File: config.mk
export PLATFORM = sky130hd
export DESIGN_NAME = wakeup_arbiter
export DESIGN_NICKNAME = d
export VERILOG_FILES = /design/src/rtl/wakeup_arbiter.sv
export SDC_FILE = /design/constraint.sdc
export NUM_CORES = 1
export LEC_CHECK = 0
export ABC_AREA = 1
export BUFFER_PORTS_ARGS = -buffer_cell sky130_fd_sc_hd__buf_4
export CORE_ASPECT_RATIO = 0.8
export CORE_UTILIZATION = 34
export CTS_CLUSTER_SIZE = 16
export DETAILED_ROUTE_END_ITERATION = 12
export PLACE_DENSITY = 0.51
export SLEW_MARGIN = 20
export SYNTH_ARGS = -nofsm -noshare
export SYNTH_HDL_FRONTEND = slang
export SYNTH_SLANG_ARGS = --single-unit
File: constraint.sdc
create_clock -name clk -period 2.9 [get_ports clk]
set_clock_uncertainty 0.05 [all_clocks]
set_input_delay 0.145 -clock clk [delete_from_list [all_inputs] [get_ports clk]]
set_output_delay 0.145 -clock clk [all_outputs]
set_load 0.05 [all_outputs]
File: src/rtl/wakeup_arbiter.sv
`default_nettype none
// ============================================================================
// wakeup_arbiter : per-FU result FIFOs, round-robin grant onto one registered
//                  wakeup/broadcast bus.
// Revision       : 1.0
// ============================================================================
module wakeup_arbiter #(
   parameter int  NUM_REQ    = 3,
   parameter int  FIFO_DEPTH = 2,
   parameter int  TAG_W      = 6,
   parameter int  DATA_W     = 32,
   localparam int SRC_W      = (NUM_REQ > 1) ? $clog2(NUM_REQ) : 1
) (
   input  logic                      clk,
   input  logic                      reset,
   input  logic                      flush,
   input  logic [NUM_REQ-1:0]        req_valid,
   input  logic [NUM_REQ*TAG_W-1:0]  req_tag,
   input  logic [NUM_REQ*DATA_W-1:0] req_value,
   output logic [NUM_REQ-1:0]        req_ready,
   output logic                      wakeup_active,
   output logic [TAG_W-1:0]          wakeup_tag,
   output logic [DATA_W-1:0]         wakeup_value,
   output logic [SRC_W-1:0]          wakeup_src,
   output logic                      idle
);

   localparam int               PTR_W  = (FIFO_DEPTH > 1) ? $clog2(FIFO_DEPTH) : 1;
   localparam int               CNT_W  = PTR_W + 1;
   localparam logic [CNT_W-1:0] C_FULL = CNT_W'(FIFO_DEPTH);

   logic [CNT_W-1:0]  count_q  [NUM_REQ];
   logic [CNT_W-1:0]  count_d  [NUM_REQ];
   logic [PTR_W-1:0]  rd_ptr_q [NUM_REQ];
   logic [PTR_W-1:0]  rd_ptr_d [NUM_REQ];
   logic [PTR_W-1:0]  wr_ptr_q [NUM_REQ];
   logic [PTR_W-1:0]  wr_ptr_d [NUM_REQ];
   logic [TAG_W-1:0]  tag_mem_q   [NUM_REQ][FIFO_DEPTH];
   logic [DATA_W-1:0] value_mem_q [NUM_REQ][FIFO_DEPTH];

   logic [SRC_W-1:0]  rr_ptr_q, rr_ptr_d;
   logic              wakeup_active_q, wakeup_active_d;
   logic [TAG_W-1:0]  wakeup_tag_q, wakeup_tag_d;
   logic [DATA_W-1:0] wakeup_value_q, wakeup_value_d;
   logic [SRC_W-1:0]  wakeup_src_q, wakeup_src_d;

   logic [NUM_REQ-1:0] push;
   logic [NUM_REQ-1:0] pop;
   logic               grant_found;
   logic [SRC_W-1:0]   grant_idx;
   int                 scan_idx;
   logic               any_pending;

   // Round-robin scan starting at rr_ptr over the registered FIFO occupancy.
   always_comb begin
      grant_found = 1'b0;
      grant_idx   = '0;
      scan_idx    = 0;
      for (int k = 0; k < NUM_REQ; k++) begin
         scan_idx = (int'(rr_ptr_q) + k) % NUM_REQ;
         if (!grant_found && (count_q[scan_idx] != '0)) begin
            grant_found = 1'b1;
            grant_idx   = SRC_W'(scan_idx);
         end
      end
   end

   always_comb begin
      any_pending = 1'b0;
      for (int i = 0; i < NUM_REQ; i++) begin
         req_ready[i] = (count_q[i] != C_FULL);
         // Tag 0 is the hardwired register: handshake completes, nothing is stored.
         push[i] = req_valid[i] && (count_q[i] != C_FULL) &&
                   (req_tag[i*TAG_W +: TAG_W] != '0) && !flush;
         pop[i]  = grant_found && (grant_idx == SRC_W'(i)) && !flush;
         if (count_q[i] != '0) begin
            any_pending = 1'b1;
         end
      end
      idle = !any_pending && !wakeup_active_q;
   end

   always_comb begin
      for (int i = 0; i < NUM_REQ; i++) begin
         count_d[i]  = count_q[i] + CNT_W'(push[i]) - CNT_W'(pop[i]);
         rd_ptr_d[i] = rd_ptr_q[i] + PTR_W'(pop[i]);
         wr_ptr_d[i] = wr_ptr_q[i] + PTR_W'(push[i]);
         if (flush) begin
            count_d[i]  = '0;
            rd_ptr_d[i] = rd_ptr_q[i];
            wr_ptr_d[i] = rd_ptr_q[i];
         end
      end

      rr_ptr_d        = rr_ptr_q;
      wakeup_active_d = grant_found && !flush;
      wakeup_tag_d    = wakeup_tag_q;
      wakeup_value_d  = wakeup_value_q;
      wakeup_src_d    = wakeup_src_q;
      if (wakeup_active_d) begin
         wakeup_tag_d   = tag_mem_q[grant_idx][rd_ptr_q[grant_idx]];
         wakeup_value_d = value_mem_q[grant_idx][rd_ptr_q[grant_idx]];
         wakeup_src_d   = grant_idx;
         rr_ptr_d       = (grant_idx == SRC_W'(NUM_REQ - 1)) ? '0 : grant_idx + 1'b1;
      end
   end

   always_ff @(posedge clk or negedge reset) begin
      if (!reset) begin
         for (int i = 0; i < NUM_REQ; i++) begin
            count_q[i]  <= '0;
            rd_ptr_q[i] <= '0;
            wr_ptr_q[i] <= '0;
         end
         rr_ptr_q        <= '0;
         wakeup_active_q <= 1'b0;
         wakeup_tag_q    <= '0;
         wakeup_value_q  <= '0;
         wakeup_src_q    <= '0;
      end else begin
         count_q         <= count_d;
         rd_ptr_q        <= rd_ptr_d;
         wr_ptr_q        <= wr_ptr_d;
         rr_ptr_q        <= rr_ptr_d;
         wakeup_active_q <= wakeup_active_d;
         wakeup_tag_q    <= wakeup_tag_d;
         wakeup_value_q  <= wakeup_value_d;
         wakeup_src_q    <= wakeup_src_d;
      end
   end

   // Payload storage needs no reset; occupancy is tracked by count/pointers.
   always_ff @(posedge clk) begin
      for (int i = 0; i < NUM_REQ; i++) begin
         if (push[i]) begin
            tag_mem_q[i][wr_ptr_q[i]]   <= req_tag[i*TAG_W +: TAG_W];
            value_mem_q[i][wr_ptr_q[i]] <= req_value[i*DATA_W +: DATA_W];
         end
      end
   end

   assign wakeup_active = wakeup_active_q;
   assign wakeup_tag    = wakeup_tag_q;
   assign wakeup_value  = wakeup_value_q;
   assign wakeup_src    = wakeup_src_q;

   always @(posedge clk) begin
      if (reset) begin
         for (int i = 0; i < NUM_REQ; i++) begin
            assert (!(push[i] && (count_q[i] == C_FULL)))
               else $fatal(1, "push into full FIFO %0d", i);
            for (int a = 0; a < int'(count_q[i]); a++) begin
               for (int j = 0; j < NUM_REQ; j++) begin
                  for (int b = 0; b < int'(count_q[j]); b++) begin
                     if ((i != j) || (a != b)) begin
                        assert (tag_mem_q[i][(int'(rd_ptr_q[i]) + a) % FIFO_DEPTH] !=
                                tag_mem_q[j][(int'(rd_ptr_q[j]) + b) % FIFO_DEPTH])
                           else $fatal(1, "tag pending twice (FIFO %0d and %0d)", i, j);
                     end
                  end
               end
            end
         end
      end
   end

endmodule
`default_nettype wire
-- Word-level counts from Yosys, hierarchy flattened
Memories as Yosys holds them, arrays and structs flattened.
Cells that the tools add are included.
- bitwise operators: 8
- divide/modulo/power cells: 3
- equal/unequal tests: 5
- mux-type cells: 55
- order comparisons: 11
- multiply operators: 0
- add/sub/neg operators: 15
- reductions and logical operators: 37
- shift operators: 0
- operators with widths (kind ; count):
    $mux W32 ; 6
    $mux W64 ; 3
    $demux W32 S1 ; 3
    $ge A32 B3 Y1 const B ; 3
    $not A32 Y32 ; 3
    $mod A32 B3 Y32 const B ; 2
    $mux W12 ; 3
    $mux W6 ; 6
    $mod A3 B3 Y32 const B ; 1
    $mux W2 ; 13
    $logic_and A1 B1 Y1 ; 22
    $demux W6 S1 ; 3
    $reduce_bool A6 Y1 ; 3
    $mux W1 ; 14
    $bmux W2 S2 ; 3
    $reduce_bool A2 Y1 ; 6
    $ge A2 B2 Y1 const B ; 4
    $not A1 Y2 ; 4
    $add A1 B1 Y1 ; 6
    $add A2 B1 Y2 ; 3
    $lt A2 B1 Y1 const B ; 3
    $ne A2 B2 Y1 const B ; 3
    $sub A2 B1 Y2 ; 3
    $logic_not A1 Y1 ; 5
    9 further kinds ; 9
- bits in latches: 0
- word-level logic and storage cells: 150
- memories: 2
- RAM bits: 228
- bits in read-only memories: 0
- input bits: 120
- bits in registers: 55
- memory list (memory ; depth ; width ; read ports ; clocked after memory_dff ; write ports ; line ; text):
    value_mem_q ; 3 ; 64 ; 1 ; 0 ; 3 ; 39 ; logic [DATA_W-1:0] value_mem_q [NUM_REQ][FIFO_DEPTH];
    tag_mem_q ; 3 ; 12 ; 1 ; 0 ; 3 ; 38 ; logic [TAG_W-1:0] tag_mem_q [NUM_REQ][FIFO_DEPTH];

-- Longest topological paths before layout
Gate-level depths: netlist of the first run.
- word-level depth: 21
- mapped depth: 21
- depth with buffers taken out: 19

-- Worst setup path after synthesis of the first run
OpenSTA, ideal clock, no wires.
- kind: register to register
- start point: register rr_ptr_q[0]
- end point: register count_q[5] (netlist bit)
- setup slack: 0.095 ns
- setup time: 0.131 ns
- stages on the path, launching flop included: 22
- path buffers: 2
- period minus slack after synthesis: 2.805 ns
- arrival time: 2.624 ns
- cell sequence: dfrtp_1 > inv_1 > ha_1 > nor2_1 > nand2_1 > nand2_1 > inv_2 > nand2_1 > nand2_2 > nor2_4 > nand2_1 > nand2_1 > buf_4 > buf_2 > nor2_1 > nand2_1 > inv_1 > ha_1 > inv_1 > ha_1 > xor2_1 > nor2_1
- RTL lines (what ; line ; text):
    start: declaration ; 41 ; logic [SRC_W-1:0] rr_ptr_q, rr_ptr_d;
    start signal: assignment ; 124 ; rr_ptr_q <= rr_ptr_d;
    end signal: assignment ; 121 ; count_q <= count_d;
    end: declaration ; 32 ; logic [CNT_W-1:0] count_q [NUM_REQ];

-- Worst setup path after layout of the first run
- start point: register rr_ptr_q[0]
- end point: register wakeup_value_q[16], in the netlist wakeup_value[16]
- longest elaborated chain between the ends: 21
- ends and longest elaborated chain (what ; line ; text):
    branches (longest 21 deep; another with $mod A32 B3 Y32) ; -- ;
    end signal: assignment ; 127 ; wakeup_value_q <= wakeup_value_d;
    end: declaration ; 44 ; logic [DATA_W-1:0] wakeup_value_q, wakeup_value_d;
Parallel ways; which one is timed is not known. The select of a mux whose other input is x is not followed.
A chain may end at the register's enable or synchronous reset.

==> results of run 1 <==
[critical path: stages, from the launching register on]
cell and delay [ns]:
dfrtp_1 0.41, inv_2 0.09, ha_2 0.33, nor2_2 0.15, nand2_1 0.07, nand2_2 0.08
inv_2 0.03, nand2_1 0.08, nand2_2 0.10, nor2_4 0.17, nand2_2 0.09, nand2_4 0.12
inv_4 0.07, nand3_2 0.10, nand2_1 0.09, nor2_4 0.13, buf_12 0.14, clkbuf_16 0.19
nand2_1 0.07, nand3_1 0.07, nand2_1 0.06
[final cells by class]
cell class              count  share of cell area
flip-flops and latches    283               0.506
multi-input cells         691               0.201
repair buffers            317               0.177
clock buffers              42              0.0521
well taps                 472              0.0364
inverters                  73              0.0170
clock inverters            14              0.0103
diodes                      1            0.000154
[flip-flops by register name, summed over array words and instances, names as in the netlist]
register	count
wakeup_active	1
wakeup_src	2
rd_ptr_q	3
tag_mem_q	36
wakeup_tag	6
count_q	6
wakeup_value	32
wr_ptr_q	3
value_mem_q	192
rr_ptr_q	2
[routing by layer]
metal,global-route usage,vias up
met5,0,-
met4,0.0362,0
met1,0.283,4298
met3,0.0276,36
li1,-,4262
met2,0.317,297
[through the flow]
| step | cells | instance area (sq um) | utilization | setup slack (ns) |
|---|---|---|---|---|
| 5_1_grt | 1892 | 16200 | 0.469 | -0.0337 |
| 3_3_place_gp | 1714 | 13900 | 0.401 | 0.0799 |
| 4_1_cts | 1886 | 16100 | 0.463 | 0.0586 |
| 6_report | 1893 | 16200 | 0.469 | 0.111 |
| 3_5_place_dp | 1714 | 13900 | 0.401 | 0.0751 |
| 2_1_floorplan | 1101 | 12000 | - | 0.0952 |
[cell families after synthesis]
| kind of cell | synth area share |
|---|---|
| simple gates | 0.209 |
| buf+inv | 0.0458 |
| compound gates | 0.0342 |
| flops | 0.688 |
| fa+ha+maj | 0.0167 |
| xor+xnor | 0.00660 |
[placed cells by master (no fill, tap or decap), types with 2 or more instances in the layout]
| cell type | n |
|---|---|
| nand4_1 | 3 |
| nor4_1 | 3 |
| dlygate4sd3_1 | 116 |
| o21ai_0 | 6 |
| clkbuf_16 | 34 |
| inv_1 | 65 |
| clkinv_2 | 5 |
| nand2_4 | 3 |
| nor2_1 | 85 |
| clkbuf_1 | 8 |
| a21oi_1 | 16 |
| a21boi_0 | 35 |
| nand2_2 | 5 |
| nor2_4 | 2 |
| bufinv_16 | 4 |
| buf_4 | 182 |
| clkbuf_8 | 3 |
| nor2_2 | 5 |
| ha_1 | 9 |
| buf_12 | 10 |
| nand2_1 | 370 |
| clkinv_1 | 4 |
| o21ai_1 | 2 |
| buf_6 | 5 |
| nand3_1 | 122 |
| ha_2 | 7 |
| xnor2_1 | 3 |
| inv_2 | 7 |
| nand3_2 | 3 |
| edfxtp_1 | 228 |
| dfrtp_1 | 55 |
| xor2_1 | 6 |
[cells in the mapped netlist, drive strengths merged]
cell type | number | area share
xor2 | 6 | 0.0044
xnor2 | 3 | 0.0022
a21oi | 17 | 0.0071
clkbuf | 21 | 0.0066
nand4 | 3 | 0.0016
dfrtp | 55 | 0.12
buf | 33 | 0.016
edfxtp | 228 | 0.57
a21boi | 36 | 0.023
inv | 73 | 0.023
ha | 16 | 0.017
o21ai | 10 | 0.0045
nand3 | 126 | 0.054
nor2 | 92 | 0.030
nand2 | 379 | 0.12
nor4 | 3 | 0.0016
[worst max path at each step]
| stage | cells after the start | to | from | slack [ns] |
|---|---|---|---|---|
| 2_1_floorplan | 21 | count_q[5]$_DFF_PN0_ | rr_ptr_q[0]$_DFFE_PN0P_ | 0.1 |
| 3_3_place_gp | 17 | wakeup_tag[0]$_DFFE_PN0P_ | rr_ptr_q[0]$_DFFE_PN0P_ | 0.08 |
| 3_5_place_dp | 17 | wakeup_tag[0]$_DFFE_PN0P_ | rr_ptr_q[0]$_DFFE_PN0P_ | 0.08 |
| 4_1_cts | 17 | wakeup_tag[5]$_DFFE_PN0P_ | rr_ptr_q[0]$_DFFE_PN0P_ | 0.06 |
| 5_1_grt | 20 | wakeup_value[14]$_DFFE_PN0P_ | rr_ptr_q[0]$_DFFE_PN0P_ | -0.03 |
| 6_report | 20 | wakeup_value[16]$_DFFE_PN0P_ | rr_ptr_q[0]$_DFFE_PN0P_ | 0.11 |
[timing repair]
action / in CTS / in global routing
endpoints found under the hold margin: 294 / 0
endpoints found under the setup margin: 0 / 44
buffers inserted: 0 / 3
hold buffers: 116 / 0
resized for setup: 0 / 20
==> qor.yml, run 1 <==
worst_skew_pair.late_latency_ns: 0.56
crit_fanout: 14
clk_pin_slew_ns: 0.06
max_cap_viol_count: 0
ys_ff_latch: 283
multiInputGateArea_sq_um: 3260
synth_cell_types: 28
synth_nets: 1237
hold_start: "req_valid[1]"
vias: 8893
worstPathRequired_ns: 3.30
area_delta_synth_final_pct: 35.9
rows: 61
cp-start-kind: "flop"
critPathCaptureType: "flop"
ys_warn_count: 0
grt_overflow: 0
layout-drive-gt1-share: 0.199
register_area_sq_um: 8220
tns_ns: 0
status: "finished clean"
finalCritPeriodShare: 0.962
ctsRootBufferMaster: "clkbuf_16"
drc: 0
die_area_sq_um: 35900
wl_met3_mm: 1.89
syn_area_per_cell_sq_um: 10.9
drt-vias-per-instance: 4.70
setup_viol: 0
rrSetupSlack_ns: 0.11
place.gp.congestion: 0.857
tightest_slew_ns: 0.938
synth_area_sq_um: 12000
wl_met1_mm: 16.9
fmax_mhz: 359
drt-initial-drc-count: 516
nNetsFinal: 1532
min_to: "wr_ptr_q[1]$_DFF_PN0_"
nFillCells: 3251
die_w_microns: 212
grt_pass1_wl_mm: 52.0
top_layer_used: "met4"
cts_tree: "done"
clock-sinks: 283
grt_util_all_layers: 0.196
wire_per_inst_microns: 18.8
wl_mm: 35.6
holdCritPathClass: "primary input to flop"
ant_nets: 0
slew_headroom: 0.375
grt_pass1_vias: 8722
finalMaxSlewViolations: 0
rr_worst_depth: 20
hold_depth: 5
path_class: "flop to flop"
die_h_microns: 170
antenna_found_initial: 1
htreeDepth: 1
yosysSeqAreaShare: 0.688
cts_buffers: 30
arrival_ns: 3.19
io_pins: 165
numPortBuffers: 164
place_hpwl_mm: 20.8
start_util: 0.345
timing.hold.ws_ns: 0.109
core_area_sq_um: 34700
synthCells: 1101
clockBufferDepth: 3
r2r-start: "rr_ptr_q[0]$_DFFE_PN0P_"
dr.pass1.iters: 5
hold_violations: 0
rr_endpoint: "wakeup_value[16]$_DFFE_PN0P_"
min_period_ns: 2.79
grt_max_degree: 56
dr_wl_met2_mm: 16.3
Power of run 1 is left out: the tool's default activity adds up to more than one toggle a clock period on the data nets, which glitch-free logic cannot reach.
==> run 2: changes to the inputs <==
--- a/config.mk
+++ b/config.mk
@@ -13,4 +13,3 @@
 export DETAILED_ROUTE_END_ITERATION = 12
-export PLACE_DENSITY = 0.51
-export SLEW_MARGIN = 20
+export PLACE_DENSITY = 0.49
 export SYNTH_ARGS = -nofsm -noshare
==> constraint.sdc (replaced) <==
create_clock -name clk -period 3.6 [get_ports clk]
set_clock_uncertainty 0.05 [all_clocks]
set_input_delay 0.18 -clock clk [delete_from_list [all_inputs] [get_ports clk]]
set_output_delay 0.18 -clock clk [all_outputs]
set_load 0.005 [all_outputs]
==> qor.yml, run 2 (same netlist as run 1, synthesis figures left out) <==
critPathSlowestCell: "nor2_2"
drt-vias-per-instance: 4.59
die_area_sq_um: 35900
die_w_microns: 212
layout_commonest_cell: "nand2_1"
htreeDepth: 1
largest_register_ffs: 192
place.gp.congestion: 0.820
grt_util_all_layers: 0.194
critPathCaptureType: "flop"
clock-sinks: 283
cp_num_cells: 18
start_util: 0.345
path_class: "flop to flop"
antenna_found_initial: 1
grt_pass1_wl_mm: 51.6
clockBufferDepth: 3
numPortBuffers: 164
nNetsFinal: 1518
core_area_sq_um: 34700
min_period_ns: 3.30
slew_headroom: 0.395
tightest_slew_ns: 0.908
ctsRootBufferMaster: "clkbuf_16"
cts_tree: "done"
clk_pin_slew_ns: 0.06
wl_mm: 34.8
holdCritPathClass: "primary input to flop"
cp-start-kind: "flop"
dr.pass1.iters: 5
hold_violations: 0
layout-drive-gt1-share: 0.191
max_cap_viol_count: 0
area_delta_synth_final_pct: 33.4
wire_per_inst_microns: 18.5
place_hpwl_mm: 20.5
crit_chain: "inv_1 -> ha_1 -> nor2_1 -> nand2_1 -> nand2_1 -> inv_2 -> nand2_1 -> nand2_2 -> nor2_4 -> nand2_1 -> nand2_2 -> clkinv_2 -> nand3_1 -> nand2_1 -> nor2_2 -> nand2_1 -> nand3_1 -> nand2_1"
arrival_ns: 3.69
vias: 8629
grt_max_degree: 72
finalCritPeriodShare: 0.917
grt_pass1_vias: 8542
die_h_microns: 170
worst_skew_pair.late_latency_ns: 0.56
cts_buffers: 31
critPathBufInv: 3
critPathTopFamily: "simple AND/OR/NAND/NOR gates"
worstPathRequired_ns: 3.99
finalMaxSlewViolations: 0
io_pins: 165
rows: 61
setup_viol: 0
final_cell_mix: "nand2_1 (372), edfxtp_1 (228), buf_4 (183)"
ant_nets: 0
rr_worst_depth: 18
hold_depth: 5
grt_overflow: 0
timing.hold.ws_ns: 0.185
tns_ns: 0
rsz0062_at_grt: "false"
crit_top_cell: "nand2_1"
fmax_mhz: 303
crit_fanout: 12
fin_util: 0.460
multiInputGateArea_sq_um: 3220
drt-initial-drc-count: 525
status: "finished clean"
register_area_sq_um: 8220
max_stage_delay_ns: 0.74
nFillCells: 3315
drc: 0
run 2: changes by cell type in the layout (fill, tap and decap cells not counted), moves of 3 or more:
cell	delta
clkbuf_1	-7
clkbuf_16	-3
buf_6	-5
clkinv_2	+3
clkinv_4	+4
buf_12	-9
run 2: final timing paths:
check / start / end / slack, ns
max: rr_ptr_q[0]$_DFFE_PN0P_ / wakeup_value[24]$_DFFE_PN0P_ / 0.30
min reg2reg: wakeup_value[24]$_DFFE_PN0P_ / wakeup_value[24]$_DFFE_PN0P_ / 0.43
max in group asynchronous: reset / wakeup_value[17]$_DFFE_PN0P_ / 2.65
min in group asynchronous: reset / wakeup_tag[4]$_DFFE_PN0P_ / 0.24
max reg2reg: rr_ptr_q[0]$_DFFE_PN0P_ / wakeup_value[24]$_DFFE_PN0P_ / 0.30
min: req_valid[1] / wr_ptr_q[1]$_DFF_PN0_ / 0.18
run 2: per-layer routing:
layer | track usage | routed length [microns] | up-vias
li1 | - | - | 4229
met1 | 0.267 | 16200 | 4129
met2 | 0.323 | 16200 | 219
met3 | 0.0276 | 1580 | 52
met4 | 0.0441 | 750 | 0
met5 | 0 | 0 | -
run 2: tightest hold or removal path, cell delays in order:
cell	delay, ns
buf_4	0.08
nand4_1	0.14
inv_1	0.13
ha_2	0.14
o21ai_0	0.07
run 2: stage by stage:
step,cell area [sq um],std cells,worst slack [ns]
2_1_floorplan,12000,1101,0.795
3_3_place_gp,13700,1703,0.183
3_5_place_dp,13700,1703,0.132
4_1_cts,15900,1876,0.127
5_1_grt,15900,1879,0.0106
6_report,15900,1879,0.300
run 2: repair_timing:
item / in CTS / in global routing
gates resized for setup: 0 / 2
endpoints found under the hold margin: 293 / 0
endpoints found under the setup margin: 0 / 16
buffers inserted: 0 / 1
hold buffers: 116 / 0
run 2: final cells by class:
type | instances | area share
Antenna cell | 1 | 0.000157
Clock buffer | 36 | 0.0523
Clock inverter | 21 | 0.0144
Inverter | 73 | 0.0173
Multi-Input combinational cell | 692 | 0.202
Sequential cell | 283 | 0.516
Tap cell | 472 | 0.0370
Timing Repair Buffer | 301 | 0.161
Power of run 2 is left out for the same reason.
==> run 3: changes to the inputs <==
- REMOVE_ABC_BUFFERS: default -> 1
==> qor.yml, run 3 (same netlist as run 1, synthesis figures left out) <==
grt_overflow: 0
finalCritPeriodShare: 0.874
rr_worst_depth: 19
largest_register_ffs: 192
path_class: "flop to flop"
crit_top_cell: "nand2_1"
rows: 61
critPathTopFamily: "simple AND/OR/NAND/NOR gates"
area_delta_synth_final_pct: 32.3
wl_mm: 34.1
crit_start: "rr_ptr_q[0]$_DFFE_PN0P_"
place_hpwl_mm: 19.6
worstPathRequired_ns: 4.00
grt_pass1_wl_mm: 50.7
cts_buffers: 29
hold_violations: 0
busiest_layer: "met2"
crit_fanout: 16
tightest_slew_ns: 0.911
setup_viol: 0
clk_pin_slew_ns: 0.06
fin_util: 0.456
die_w_microns: 212
status: "finished clean"
grt_pass1_vias: 8419
min_period_ns: 3.14
grt_max_degree: 56
htreeDepth: 1
tns_ns: 0
fmax_mhz: 318
critPathSlowestCell: "dfrtp_1"
cp-start-kind: "flop"
timing.hold.ws_ns: 0.217
placed_cells: 1706
wire_per_inst_microns: 18.1
cts_tree: "done"
io_pins: 165
nNetsFinal: 1517
dr.pass1.iters: 6
multiInputGateArea_sq_um: 3220
finalMaxSlewViolations: 0
grt_util_all_layers: 0.191
die_h_microns: 170
grt.met3_usage: 0.0279
holdCritPathClass: "primary input to flop"
drt-initial-drc-count: 578
layout_commonest_cell: "nand2_1"
worst_skew_pair.late_latency_ns: 0.56
register_area_sq_um: 8220
ctsRootBufferMaster: "clkbuf_16"
hold_start: "req_valid[2]"
core_area_sq_um: 34700
rsz0062_at_grt: "false"
nFillCells: 3265
use_met2: 0.310
numPortBuffers: 164
hold_depth: 5
ant_nets: 0
rrSetupSlack_ns: 0.46
critPathBufInv: 4
post_cts_resized: 0
rr_endpoint: "count_q[3]$_DFF_PN0_"
min_to: "wr_ptr_q[0]$_DFF_PN0_"
crit_chain: "inv_1 -> ha_1 -> nor2_1 -> nand2_1 -> nand2_1 -> inv_2 -> nand2_1 -> nand2_2 -> nor2_4 -> nand2_1 -> nand2_4 -> clkinv_2 -> nand2_2 -> nor2_2 -> ha_1 -> inv_1 -> ha_1 -> xor2_1 -> nor2_1"
die_area_sq_um: 35900
place.gp.congestion: 0.875
use_met1: 0.267
start_util: 0.345
antenna_found_initial: 2
slew_headroom: 0.393
layout-drive-gt1-share: 0.184
drc: 0
max_stage_delay_ns: 0.39
clockBufferDepth: 3
fin_cells: 1878
clock-sinks: 283
critPathCaptureType: "flop"
max_cap_viol_count: 0
final_cell_mix: "nand2_1 (372), edfxtp_1 (228), buf_4 (185)"
arrival_ns: 3.54
drt-vias-per-instance: 4.60
r2r-start: "rr_ptr_q[0]$_DFFE_PN0P_"
vias: 8647
[run 3: routing by layer]
layer,vias up,routed length [microns]
met5,-,0
met2,243,15600
li1,4224,-
met1,4115,16000
met3,65,1600
met4,0,879
[run 3: worst max path at each step]
stage | slack [ns] | cells past startpoint | endpoint
after floorplan | -1.14 | 18 | wakeup_tag[0]$_DFFE_PN0P_
after global placement | 0.54 | 19 | count_q[3]$_DFF_PN0_
after detailed placement | 0.48 | 19 | count_q[3]$_DFF_PN0_
after CTS | 0.46 | 18 | wakeup_tag[3]$_DFFE_PN0P_
after global routing | 0.15 | 19 | wakeup_value[0]$_DFFE_PN0P_
final | 0.46 | 19 | count_q[3]$_DFF_PN0_
[run 3: final cells by class]
class	count	share of cell area
diodes	2	0.000317
clock buffers	40	0.0510
clock inverters	14	0.00641
inverters	73	0.0174
multi-input cells	691	0.204
flip-flops and latches	283	0.520
well taps	472	0.0373
repair buffers	303	0.164
[run 3: worst register-to-register path, stage by stage (launching register included)]
cell      delay [ns]
dfrtp_1         0.39
inv_1           0.09
ha_1            0.38
nor2_1          0.13
nand2_1         0.06
nand2_1         0.10
inv_2           0.03
nand2_1         0.08
nand2_2         0.10
nor2_4          0.16
nand2_1         0.10
nand2_4         0.09
clkinv_2        0.22
nand2_2         0.28
nor2_2          0.09
ha_1            0.28
inv_1           0.04
ha_1            0.18
xor2_1          0.14
nor2_1          0.05
[run 3: repair_timing]
| action | 4_1_cts | 5_1_grt |
|---|---|---|
| setup buffers | 0 | 0 |
| hold buffers | 116 | 0 |
| hold endpoints to repair | 293 | 0 |
[run 3: through the flow]
step                area, sq um  worst slack [ns]
floorplan                 11700             -1.14
global placement          13700             0.541
detailed placement        13700             0.479
CTS                       15800             0.460
global route              15800             0.153
finish                    15800             0.455
Power of run 3 is left out for the same reason.
